`src/rtl/ctrl_sequencer_if.sv`:
```
// Control bundle between the instruction sequencer and the ALU/register-file datapath.
// Err exists only when CTRL_ILLEGAL_TRAP_EN is defined.
interface ctrl_sequencer_if #(
    parameter int unsigned DATA_W = 10,
    parameter int unsigned NREG   = 4
);
    logic [DATA_W-1:0] INSTR;
    logic              Exec;
    logic [3:0]        FN;
    logic              Ain;
    logic              Gin;
    logic              Gout;
    logic [NREG-1:0]   Rin;
    logic [NREG-1:0]   Rout;
    logic              IMMout;
    logic [DATA_W-1:0] IMM;
    logic              EXTout;
    logic              Busy;
    logic              Done;
`ifdef CTRL_ILLEGAL_TRAP_EN
    logic              Err;
`endif

`ifdef CTRL_ILLEGAL_TRAP_EN
    modport master (
        input  INSTR, Exec,
        output FN, Ain, Gin, Gout, Rin, Rout, IMMout, IMM, EXTout, Busy, Done, Err
    );
    modport slave (
        output INSTR, Exec,
        input  FN, Ain, Gin, Gout, Rin, Rout, IMMout, IMM, EXTout, Busy, Done, Err
    );
`else
    modport master (
        input  INSTR, Exec,
        output FN, Ain, Gin, Gout, Rin, Rout, IMMout, IMM, EXTout, Busy, Done
    );
    modport slave (
        output INSTR, Exec,
        input  FN, Ain, Gin, Gout, Rin, Rout, IMMout, IMM, EXTout, Busy, Done
    );
`endif
endinterface

```
`src/rtl/ctrl_sequencer.sv`:
```
// Multi-cycle T1..T3 control sequencer driving the 10-bit ALU stage.
// CTRL_ILLEGAL_TRAP_EN: reserved opcodes raise sticky Err instead of executing as NOP.
module ctrl_sequencer #(
    parameter int unsigned DATA_W = 10,
    parameter int unsigned NREG   = 4
) (
    input  logic             CLKb,
    input  logic             RSTb,
    ctrl_sequencer_if.master bus
);
    localparam logic [1:0] IDLE = 2'd0;
    localparam logic [1:0] T1   = 2'd1;
    localparam logic [1:0] T2   = 2'd2;
    localparam logic [1:0] T3   = 2'd3;

    logic [1:0]        state_q, state_d;
    logic [DATA_W-1:0] ir_q, ir_d;

    logic [3:0] opcode;
    logic [1:0] rx, ry;
    logic       is_load, is_unary, is_binary, is_shift, is_imm, is_rsvd;
    logic [1:0] last_step;
    logic       final_step, trap, exec_blocked, accept;

    assign opcode = ir_q[9:6];
    assign rx     = ir_q[5:4];
    assign ry     = ir_q[3:2];

    always_comb begin
        is_load   = 1'b0;
        is_unary  = 1'b0;
        is_binary = 1'b0;
        is_shift  = 1'b0;
        is_imm    = 1'b0;
        is_rsvd   = 1'b0;
        case (opcode)
            4'b0000:                                     is_load   = 1'b1;
            4'b0001, 4'b0100, 4'b0101:                   is_unary  = 1'b1;
            4'b0010, 4'b0011, 4'b0110, 4'b0111, 4'b1000: is_binary = 1'b1;
            4'b1001, 4'b1010, 4'b1011:                   is_shift  = 1'b1;
            4'b1100, 4'b1101:                            is_imm    = 1'b1;
            default:                                     is_rsvd   = 1'b1;
        endcase
    end

    always_comb begin
        if (is_rsvd)                  last_step = T1;
        else if (is_load || is_shift) last_step = T2;
        else                          last_step = T3;
    end

    assign final_step = (state_q != IDLE) && (state_q == last_step);

`ifdef CTRL_ILLEGAL_TRAP_EN
    logic err_q;

    assign trap         = is_rsvd && (state_q == T1);
    assign exec_blocked = err_q;

    always_ff @(posedge CLKb or negedge RSTb) begin
        if (!RSTb) err_q <= 1'b0;
        else       err_q <= err_q | trap;
    end

    assign bus.Err = err_q;
`else
    assign trap         = 1'b0;
    assign exec_blocked = 1'b0;
`endif

    // A trapping step is final but must drop to IDLE rather than chain a new instruction.
    assign accept = bus.Exec && !exec_blocked && !trap && ((state_q == IDLE) || final_step);

    always_comb begin
        state_d = state_q;
        ir_d    = ir_q;
        if (accept) begin
            state_d = T1;
            ir_d    = bus.INSTR;
        end else if (final_step) begin
            state_d = IDLE;
        end else if (state_q != IDLE) begin
            state_d = state_q + 2'd1;
        end
    end

    always_ff @(posedge CLKb or negedge RSTb) begin
        if (!RSTb) begin
            state_q <= IDLE;
            ir_q    <= '0;
        end else begin
            state_q <= state_d;
            ir_q    <= ir_d;
        end
    end

    logic       rout_en, rin_en;
    logic [1:0] rout_sel;

    always_comb begin
        bus.FN     = 4'b0000;
        bus.Ain    = 1'b0;
        bus.Gin    = 1'b0;
        bus.Gout   = 1'b0;
        bus.IMMout = 1'b0;
        bus.EXTout = 1'b0;
        bus.Busy   = 1'b0;
        rout_en    = 1'b0;
        rout_sel   = 2'd0;
        rin_en     = 1'b0;
        if (state_q != IDLE) begin
            bus.FN   = opcode;
            bus.Busy = 1'b1;
        end
        case (state_q)
            T1: begin
                if (is_load) begin
                    bus.EXTout = 1'b1;
                    bus.Gin    = 1'b1;
                end else if (is_unary || is_binary) begin
                    rout_en  = 1'b1;
                    rout_sel = ry;
                    bus.Ain  = 1'b1;
                end else if (is_shift) begin
                    rout_en  = 1'b1;
                    rout_sel = rx;
                    bus.Gin  = 1'b1;
                end else if (is_imm) begin
                    bus.IMMout = 1'b1;
                    bus.Ain    = 1'b1;
                end
            end
            T2: begin
                if (is_load || is_shift) begin
                    bus.Gout = 1'b1;
                    rin_en   = 1'b1;
                end else if (is_unary) begin
                    bus.Gin = 1'b1;
                end else if (is_binary || is_imm) begin
                    rout_en  = 1'b1;
                    rout_sel = rx;
                    bus.Gin  = 1'b1;
                end
            end
            T3: begin
                bus.Gout = 1'b1;
                rin_en   = 1'b1;
            end
            default: ;
        endcase
    end

    assign bus.Rout = rout_en ? (NREG'(1) << rout_sel) : '0;
    assign bus.Rin  = rin_en ? (NREG'(1) << rx) : '0;
    assign bus.Done = final_step && !trap;
    assign bus.IMM  = {{(DATA_W-4){1'b0}}, ir_q[3:0]};
endmodule
```
`src/flat_wrapper.sv`:
```
// flat-port wrapper written by rule: the top's interface ports become plain ports
module ctrl_sequencer_flat 
#(
    parameter int unsigned DATA_W = 10,
    parameter int unsigned NREG   = 4
)
  (CLKb, RSTb, bus_INSTR, bus_Exec, bus_FN, bus_Ain, bus_Gin, bus_Gout, bus_Rin, bus_Rout, bus_IMMout, bus_IMM, bus_EXTout, bus_Busy, bus_Done);
  ctrl_sequencer_if #(.DATA_W(DATA_W), .NREG(NREG)) bus_i ();
  input  logic CLKb;
  input  logic RSTb;
  input wire logic [$bits(bus_i.INSTR)-1:0] bus_INSTR;
  input wire logic [$bits(bus_i.Exec)-1:0] bus_Exec;
  output wire logic [$bits(bus_i.FN)-1:0] bus_FN;
  output wire logic [$bits(bus_i.Ain)-1:0] bus_Ain;
  output wire logic [$bits(bus_i.Gin)-1:0] bus_Gin;
  output wire logic [$bits(bus_i.Gout)-1:0] bus_Gout;
  output wire logic [$bits(bus_i.Rin)-1:0] bus_Rin;
  output wire logic [$bits(bus_i.Rout)-1:0] bus_Rout;
  output wire logic [$bits(bus_i.IMMout)-1:0] bus_IMMout;
  output wire logic [$bits(bus_i.IMM)-1:0] bus_IMM;
  output wire logic [$bits(bus_i.EXTout)-1:0] bus_EXTout;
  output wire logic [$bits(bus_i.Busy)-1:0] bus_Busy;
  output wire logic [$bits(bus_i.Done)-1:0] bus_Done;
  assign bus_i.INSTR = bus_INSTR;
  assign bus_i.Exec = bus_Exec;
  assign bus_FN = bus_i.FN;
  assign bus_Ain = bus_i.Ain;
  assign bus_Gin = bus_i.Gin;
  assign bus_Gout = bus_i.Gout;
  assign bus_Rin = bus_i.Rin;
  assign bus_Rout = bus_i.Rout;
  assign bus_IMMout = bus_i.IMMout;
  assign bus_IMM = bus_i.IMM;
  assign bus_EXTout = bus_i.EXTout;
  assign bus_Busy = bus_i.Busy;
  assign bus_Done = bus_i.Done;
  ctrl_sequencer #(.DATA_W(DATA_W), .NREG(NREG)) u_core (.CLKb(CLKb), .RSTb(RSTb), .bus(bus_i));
endmodule
```
`config.mk`:
```
export PLATFORM = sky130hd
export DESIGN_NAME = ctrl_sequencer_flat
export DESIGN_NICKNAME = d
export VERILOG_FILES = /design/src/rtl/ctrl_sequencer_if.sv /design/src/rtl/ctrl_sequencer.sv /design/src/flat_wrapper.sv
export SDC_FILE = /design/constraint.sdc
export NUM_CORES = 1
export LEC_CHECK = 0
export BUFFER_PORTS_ARGS = -buffer_cell sky130_fd_sc_hd__buf_4
export CORE_ASPECT_RATIO = 1.1
export CORE_MARGIN = 10
export CORE_UTILIZATION = 51
export DETAILED_ROUTE_END_ITERATION = 16
export PLACE_DENSITY = 0.83
export SLEW_MARGIN = 20
export SYNTH_ARGS = -nofsm -noshare
export SYNTH_HDL_FRONTEND = slang
export SYNTH_SLANG_ARGS = --single-unit
```
`constraint.sdc`:
```
create_clock -name CLKb -period 3.7 [get_ports CLKb]
set_clock_uncertainty 0.2 [all_clocks]
set_input_delay 0.185 -clock CLKb [delete_from_list [all_inputs] [get_ports CLKb]]
set_output_delay 0.185 -clock CLKb [all_outputs]
set_load 0.02 [all_outputs]
```
==> results of run 1 <==
area by class of cell:
type	instances	area, µm²	share of cell area (%)
multi-input combinational	88	646	45.7
timing repair buffer	46	373	26.4
sequential	12	300	21.3
clock buffer	4	36.3	2.57
tap	28	35.0	2.48
inverter	6	22.5	1.59
cells by family after synthesis:
kind of cell,Yosys count,share of synthesized area (%)
other cells,1,0.356
flops,12,28.5
buf+inv,23,12.1
mux,10,10.7
fa+ha+maj,4,4.75
compound gates,27,20.9
simple gates,41,22.8
repair_timing:
action	in CTS	in global routing
hold buffers	11	0
endpoints found under the hold margin	22	0
setup endpoints to repair	0	0
power by group:
group / internal, mW / total (mW) / switching (mW)
sequential: 0.199 / 0.336 / 0.137
combinational: 0.427 / 0.913 / 0.486
clock: 0.0598 / 0.104 / 0.0446
total: 0.686 / 1.35 / 0.668
metal layers:
layer / vias to the layer above / share of wire [%]
li1: 488 / -
met4: 0 / 1.4
met2: 40 / 51
met3: 4 / 8.9
met5: - / 0
met1: 490 / 39
cells in the final DEF, fill, tap and decap left out, types with 2 or more instances in the layout:
| master | n |
|---|---|
| buf_4 | 35 |
| dfrtp_1 | 12 |
| dlygate4sd3_1 | 11 |
| mux2_2 | 10 |
| inv_1 | 6 |
| nand2b_1 | 6 |
| a21oi_1 | 6 |
| nor3_1 | 6 |
| conb_1 | 6 |
| nand2_1 | 5 |
| nor2b_1 | 5 |
| nor2_1 | 4 |
| and3_1 | 4 |
| ha_1 | 4 |
| o21ai_0 | 3 |
| a32o_1 | 3 |
| clkbuf_4 | 3 |
| nor3b_1 | 2 |
| a21o_1 | 2 |
| nand3_1 | 2 |
| o21a_1 | 2 |
| o221ai_1 | 2 |
| and3b_1 | 2 |
state kept, by name, indices dropped and copies added, names as in the netlist:
| register | count |
|---|---|
| u_core.ir_q | 10 |
| u_core.state_q | 2 |
through the flow:
step | instances | cell area, µm²
6_report | 184 | 1410
5_1_grt | 184 | 1410
4_1_cts | 184 | 1410
3_5_place_dp | 169 | 1270
3_3_place_gp | 169 | 1270
2_1_floorplan | 123 | 1070
critical path: stages, from the launching register on:
cell and delay (ns):
dfrtp_1 0.57, nor3_1 0.55, nor4_1 0.18, o41ai_4 0.69
mux2_2 0.41
worst max path at each step:
stage | from | end | cells after the start
final | u_core.ir_q[9] | u_core.ir_q[4] | 4
after global routing | u_core.ir_q[9] | u_core.ir_q[1] | 4
after CTS | u_core.ir_q[9] | u_core.ir_q[3] | 4
after detailed placement | u_core.ir_q[9] | u_core.ir_q[6] | 4
after global placement | u_core.ir_q[9] | u_core.ir_q[9] | 4
after floorplan | u_core.ir_q[9] | bus_Rout[0] | 5
==> reports/metrics.yaml, run 1 <==
clock_network:
  clk_pin_slew_ns: 0.07
  cts_htree_levels: 1
  cts_tree: "done"
  clk_path_buf_depth: 2
  numCtsBuffers: 3
  post_cts_buffers: 0
  cts_resized: 0
  clkLatencyLatePin_ns: 0.27
  cts_sinks: 12
  root_buffer: "clkbuf_4"
drt:
  drt_iter0_drc: 24
  routedWlPerCell_um: 15.6
  firstDrtPassIters: 4
  num_vias: 1022
  drtAntennaViolNets: 0
  wl_um: 2880
  post-route-drc-count: 0
  viasPerCell: 5.55
grt:
  grt_use_met2_pct: 24.4
  grt.busiest_layer: "met2"
  grt_usage_pct: 13.3
  grt_remaining_overflow: 0
  use_met1_pct: 13.8
  grt_pass1_wl_um: 4700
  first_global_vias: 1021
  grt_max_degree: 21
  met3_usage_pct: 4.46
  grt_antenna_before_repair: 0
logic_synthesis:
  synth_cell_type_count: 36
  synth-seq-cells: 12
  synth_edf_count: 0
  synth_commonest_cells: "12 x dfrtp_1, 11 x buf_4, 10 x mux2_2"
  synthArstFlopShare_pct: 100
  synthTopCellsByArea: "dfrtp_1 28%, mux2_2 11%, buf_4 7.8%"
  synth_ff_type: "dfrtp_1"
  synth_top_cell_area_share_pct: 28.5
  yosysMostFrequentCell: "dfrtp_1"
  yosysWarningCount: 0
  netlist_area_um2: 1050
  syn_inst: 118
  synth_largest_area_cell: "dfrtp_1"
  syn_avg_cell_area_um2: 8.94
  ys_seq_area_share_pct: 28.5
power_and_ir_drop:
  fin_total_pwr_mw: 1.35
  ir_worst_vdd_mv: 0.597
  p_leak_nw: 0.681
  p_per_area_nw_per_um2: 958
floorplanning:
  initial_utilization_pct: 52.8
  coreArea_um2: 2000
  row_count: 17
  die_y_um: 67.7
  io_pins: 42
  die_w_um: 63.4
  dieArea_um2: 4290
cells_and_area:
  fill_cells: 162
  area_delta_synth_final_pct: 33.9
  antenna_cells: 0
  utilization_pct: 70.7
  final_layout_size_suffix_gt1_share_pct: 32.7
  nets: 174
setup_path:
  worstReg2RegEnd: "u_core.ir_q[4]"
  r2r_setup_slack_ns: 0.98
  rr_startpoint: "u_core.ir_q[9]"
  critical_path_class: "flop to flop"
  worstPathRequired_ns: 3.66
  r2r_cells: 4
  crit_fanout: 20
  end_kind: "flop"
  start_kind: "flop"
  crit_arrival_ns: 2.68
timing:
  whs_ns: 0.0673
  hold_viol_final: 0
  setup_viol: 0
  slew_headroom_pct: 52.5
  rsz0062_at_grt: "false"
  tns_ns: 0
  fmax_mhz: 368
  worst_slew_pin_slew_ns: 0.710
  period_share_pct: 73.5
  fin_crit_ns: 2.72
  layout_setup_ws_ns: 0.980
  slew_viol_final: 0
hold_path:
  worstHoldPathType: "input pin to flop"
  hold_depth: 3
  worst_hold_path.endpoint: "u_core.state_q[1]"
  min_from: "bus_Exec"
job:
  maxCapViolCount: 0
placed_design:
  gp_congestion: 0.826
  numPortBuffers: 35
  place_ws_ns: 0.999
  place_hpwl_um: 1980
run_status:
  status: "finished, final reports clean"
No activity file was read; power rests on OpenSTA's default activity.
==> run 2: changes to the inputs <==
CORE_UTILIZATION = 48   (was 51)
PLACE_DENSITY = 0.79   (was 0.83)
clock period = 2.6 ns   (was 3.7 ns; I/O delays follow)
==> reports/metrics.yaml, run 2 (synthesized netlist as in run 1, its figures left out) <==
run_status:
  status: "finished, final reports clean"
placed_design:
  place_area_um2: 1290  # +1.8%
  place_hpwl_um: 2160  # +8.9%
  gp_congestion: 0.812  # -1.6%
  dp.cells: 172  # +1.8%
  numPortBuffers: 35  # unchanged
  place_ws_ns: 0.196  # -0.803 ns
timing:
  fmax_mhz: 391
  slew_viol_final: 0  # unchanged
  layout_setup_ws_ns: 0.0422  # -0.938 ns
  worst_slew_pin_slew_ns: 0.658  # -0.0518 ns
  period_share_pct: 98.4
  slew_headroom_pct: 55.8  # +3.3 points
  setup_viol: 0  # unchanged
  whs_ns: 0.00204  # -0.0653 ns
  tns_ns: 0  # unchanged
  fin_crit_ns: 2.56
  hold_viol_final: 0  # unchanged
setup_path:
  r2r_cells: 5  # +1
  rr_startpoint: "u_core.ir_q[6]"
  end_kind: "output pin"
  crit_fanout: 19  # -5.0%
  r2r_setup_slack_ns: 0.16  # -0.82 ns
  critical_path_class: "flop to output pin"
  worstPathRequired_ns: 2.27  # -1.39 ns
  crit_arrival_ns: 2.23  # -0.45 ns
  worstReg2RegEnd: "u_core.ir_q[7]"
  start_kind: "flop"
hold_path:
  worstHoldPathType: "input pin to flop"
  worst_hold_path.endpoint: "u_core.state_q[0]"
  hold_depth: 3  # unchanged
  min_from: "bus_Exec"
cells_and_area:
  nets: 177  # +1.7%
  top_register: "u_core.ir_q"
  top_regs: "u_core.ir_q x10, u_core.state_q x2"
  area_delta_synth_final_pct: 39.3
  layout_common_cells: "38 x buf_4, 11 x dlygate4sd3_1, 10 x mux2_2, 10 x dfrtp_1"
  finalInstanceArea_um2: 1470  # +4.0%
  final_common_cell: "buf_4"
  fill_cells: 164  # +1.2%
  final_layout_size_suffix_gt1_share_pct: 39.0  # +6.3 points
  antenna_cells: 0  # unchanged
  final_cells: 187  # +1.6%
  largest_reg_flops: 10  # unchanged
  utilization_pct: 71.9  # +1.3 points
drt:
  viasPerCell: 5.58  # +0.42%
  firstDrtPassIters: 4  # unchanged
  drt_iter0_drc: 40  # +67%
  num_vias: 1043  # +2.1%
  drtAntennaViolNets: 0  # unchanged
  post-route-drc-count: 0  # unchanged
  routedWlPerCell_um: 15.6  # about the same
  wl_um: 2920  # +1.6%
clock_network:
  clk_path_buf_depth: 2  # unchanged
  clkLatencyLatePin_ns: 0.27  # about the same
  numCtsBuffers: 3  # unchanged
  clk_pin_slew_ns: 0.07  # about the same
  cts_htree_levels: 1  # unchanged
  cts_sinks: 12  # unchanged
  root_buffer: "clkbuf_4"
  cts_tree: "done"
power_and_ir_drop:
  fin_total_pwr_mw: 2.03  # +50%
  p_leak_nw: 0.696  # +2.1%
  p_seq_share_pct: 21.5  # -3.3 points
  p_per_area_nw_per_um2: 1380  # +44%
  pwr-share-comb_pct: 71.4  # +4.0 points
  switching_share_pct: 49.2  # -0.10 points
  switchingPower_mw: 1.00  # +50%
  p_int_mw: 1.03  # +50%
  power_frac_clock_pct: 7.2  # -0.5 points
  ir_worst_vdd_mv: 1.15  # +93%
job:
  maxCapViolCount: 0  # unchanged
floorplanning:
  io_pins: 42  # unchanged
  die_y_um: 69.2  # +2.2%
  dieArea_um2: 4470  # +4.3%
  row_count: 17  # unchanged
  die_w_um: 64.7  # +2.1%
  initial_utilization_pct: 51.7  # -1.1 points
  coreArea_um2: 2040  # +2.1%
grt:
  grt_antenna_before_repair: 0  # unchanged
  grt_max_degree: 20  # -4.8%
  grt_pass1_wl_um: 4860  # +3.5%
  grt_remaining_overflow: 0  # unchanged
  first_global_vias: 1011  # -0.98%
  grt_usage_pct: 13.1  # -0.23 points
-- run 2: cell count changes in the layout (fill, tap and decap cells not counted), moves of 2 or more --
cell	previous run	this run
buf_4	35	38
dfrtp_1	12	10
dfrtp_2	0	2
ha_1	4	2
nor3_1	6	4
nor3_2	0	2
-- run 2: worst max-delay path, stage by stage (launching register included) --
cell     delay, ns
dfrtp_1       0.39
buf_4         0.20
or4_1         0.52
and3_1        0.22
a32o_1        0.26
and3_1        0.20
buf_4         0.15
-- run 2: worst max-delay path by stage --
| stage | to | start | cells past startpoint | slack, ns |
|---|---|---|---|---|
| after floorplan | bus_Rout[0] | u_core.ir_q[9] | 5 | 0.31 |
| after global placement | bus_Gin | u_core.state_q[1] | 7 | 0.27 |
| after detailed placement | u_core.ir_q[0] | u_core.ir_q[6] | 5 | 0.20 |
| after CTS | bus_Gin | u_core.state_q[1] | 7 | 0.02 |
| after global routing | bus_Rout[0] | u_core.ir_q[9] | 6 | -0.01 |
| final | bus_Rout[3] | u_core.ir_q[9] | 6 | 0.04 |
-- run 2: final cells by class --
class                      instances  area [µm²]  area share, %
tap                               28        35.0           2.39
inverter                           6        22.5           1.53
clock buffer                       4        36.3           2.47
sequential                        12         303           20.6
timing repair buffer              49         395           26.9
multi-input combinational         88         677           46.1
-- run 2: per-layer routing --
metal,global-route usage (%),wire length [µm],vias up
met5,0,0,-
met4,7.78,105,0
met3,4.51,210,11
met2,20.9,1450,41
met1,14.4,1150,491
li1,-,-,500
-- run 2: power by group through the flow --
stage               clock, mW  combinational [mW]  sequential, mW
global route            0.159                1.57           0.455
detailed placement          0                1.39           0.424
finish                  0.146                1.45           0.436
global placement            0                1.35           0.416
floorplan                   0                1.04           0.359
CTS                     0.152                1.41           0.423
-- run 2: timing repair --
action                                  in CTS  in global routing
endpoints found under the hold margin       22                  0
hold buffers                                11                  0
pin swaps                                    0                  0
setup buffers                                0                  0
endpoints found under the setup margin       1                  5
gates resized for setup                      1                  8
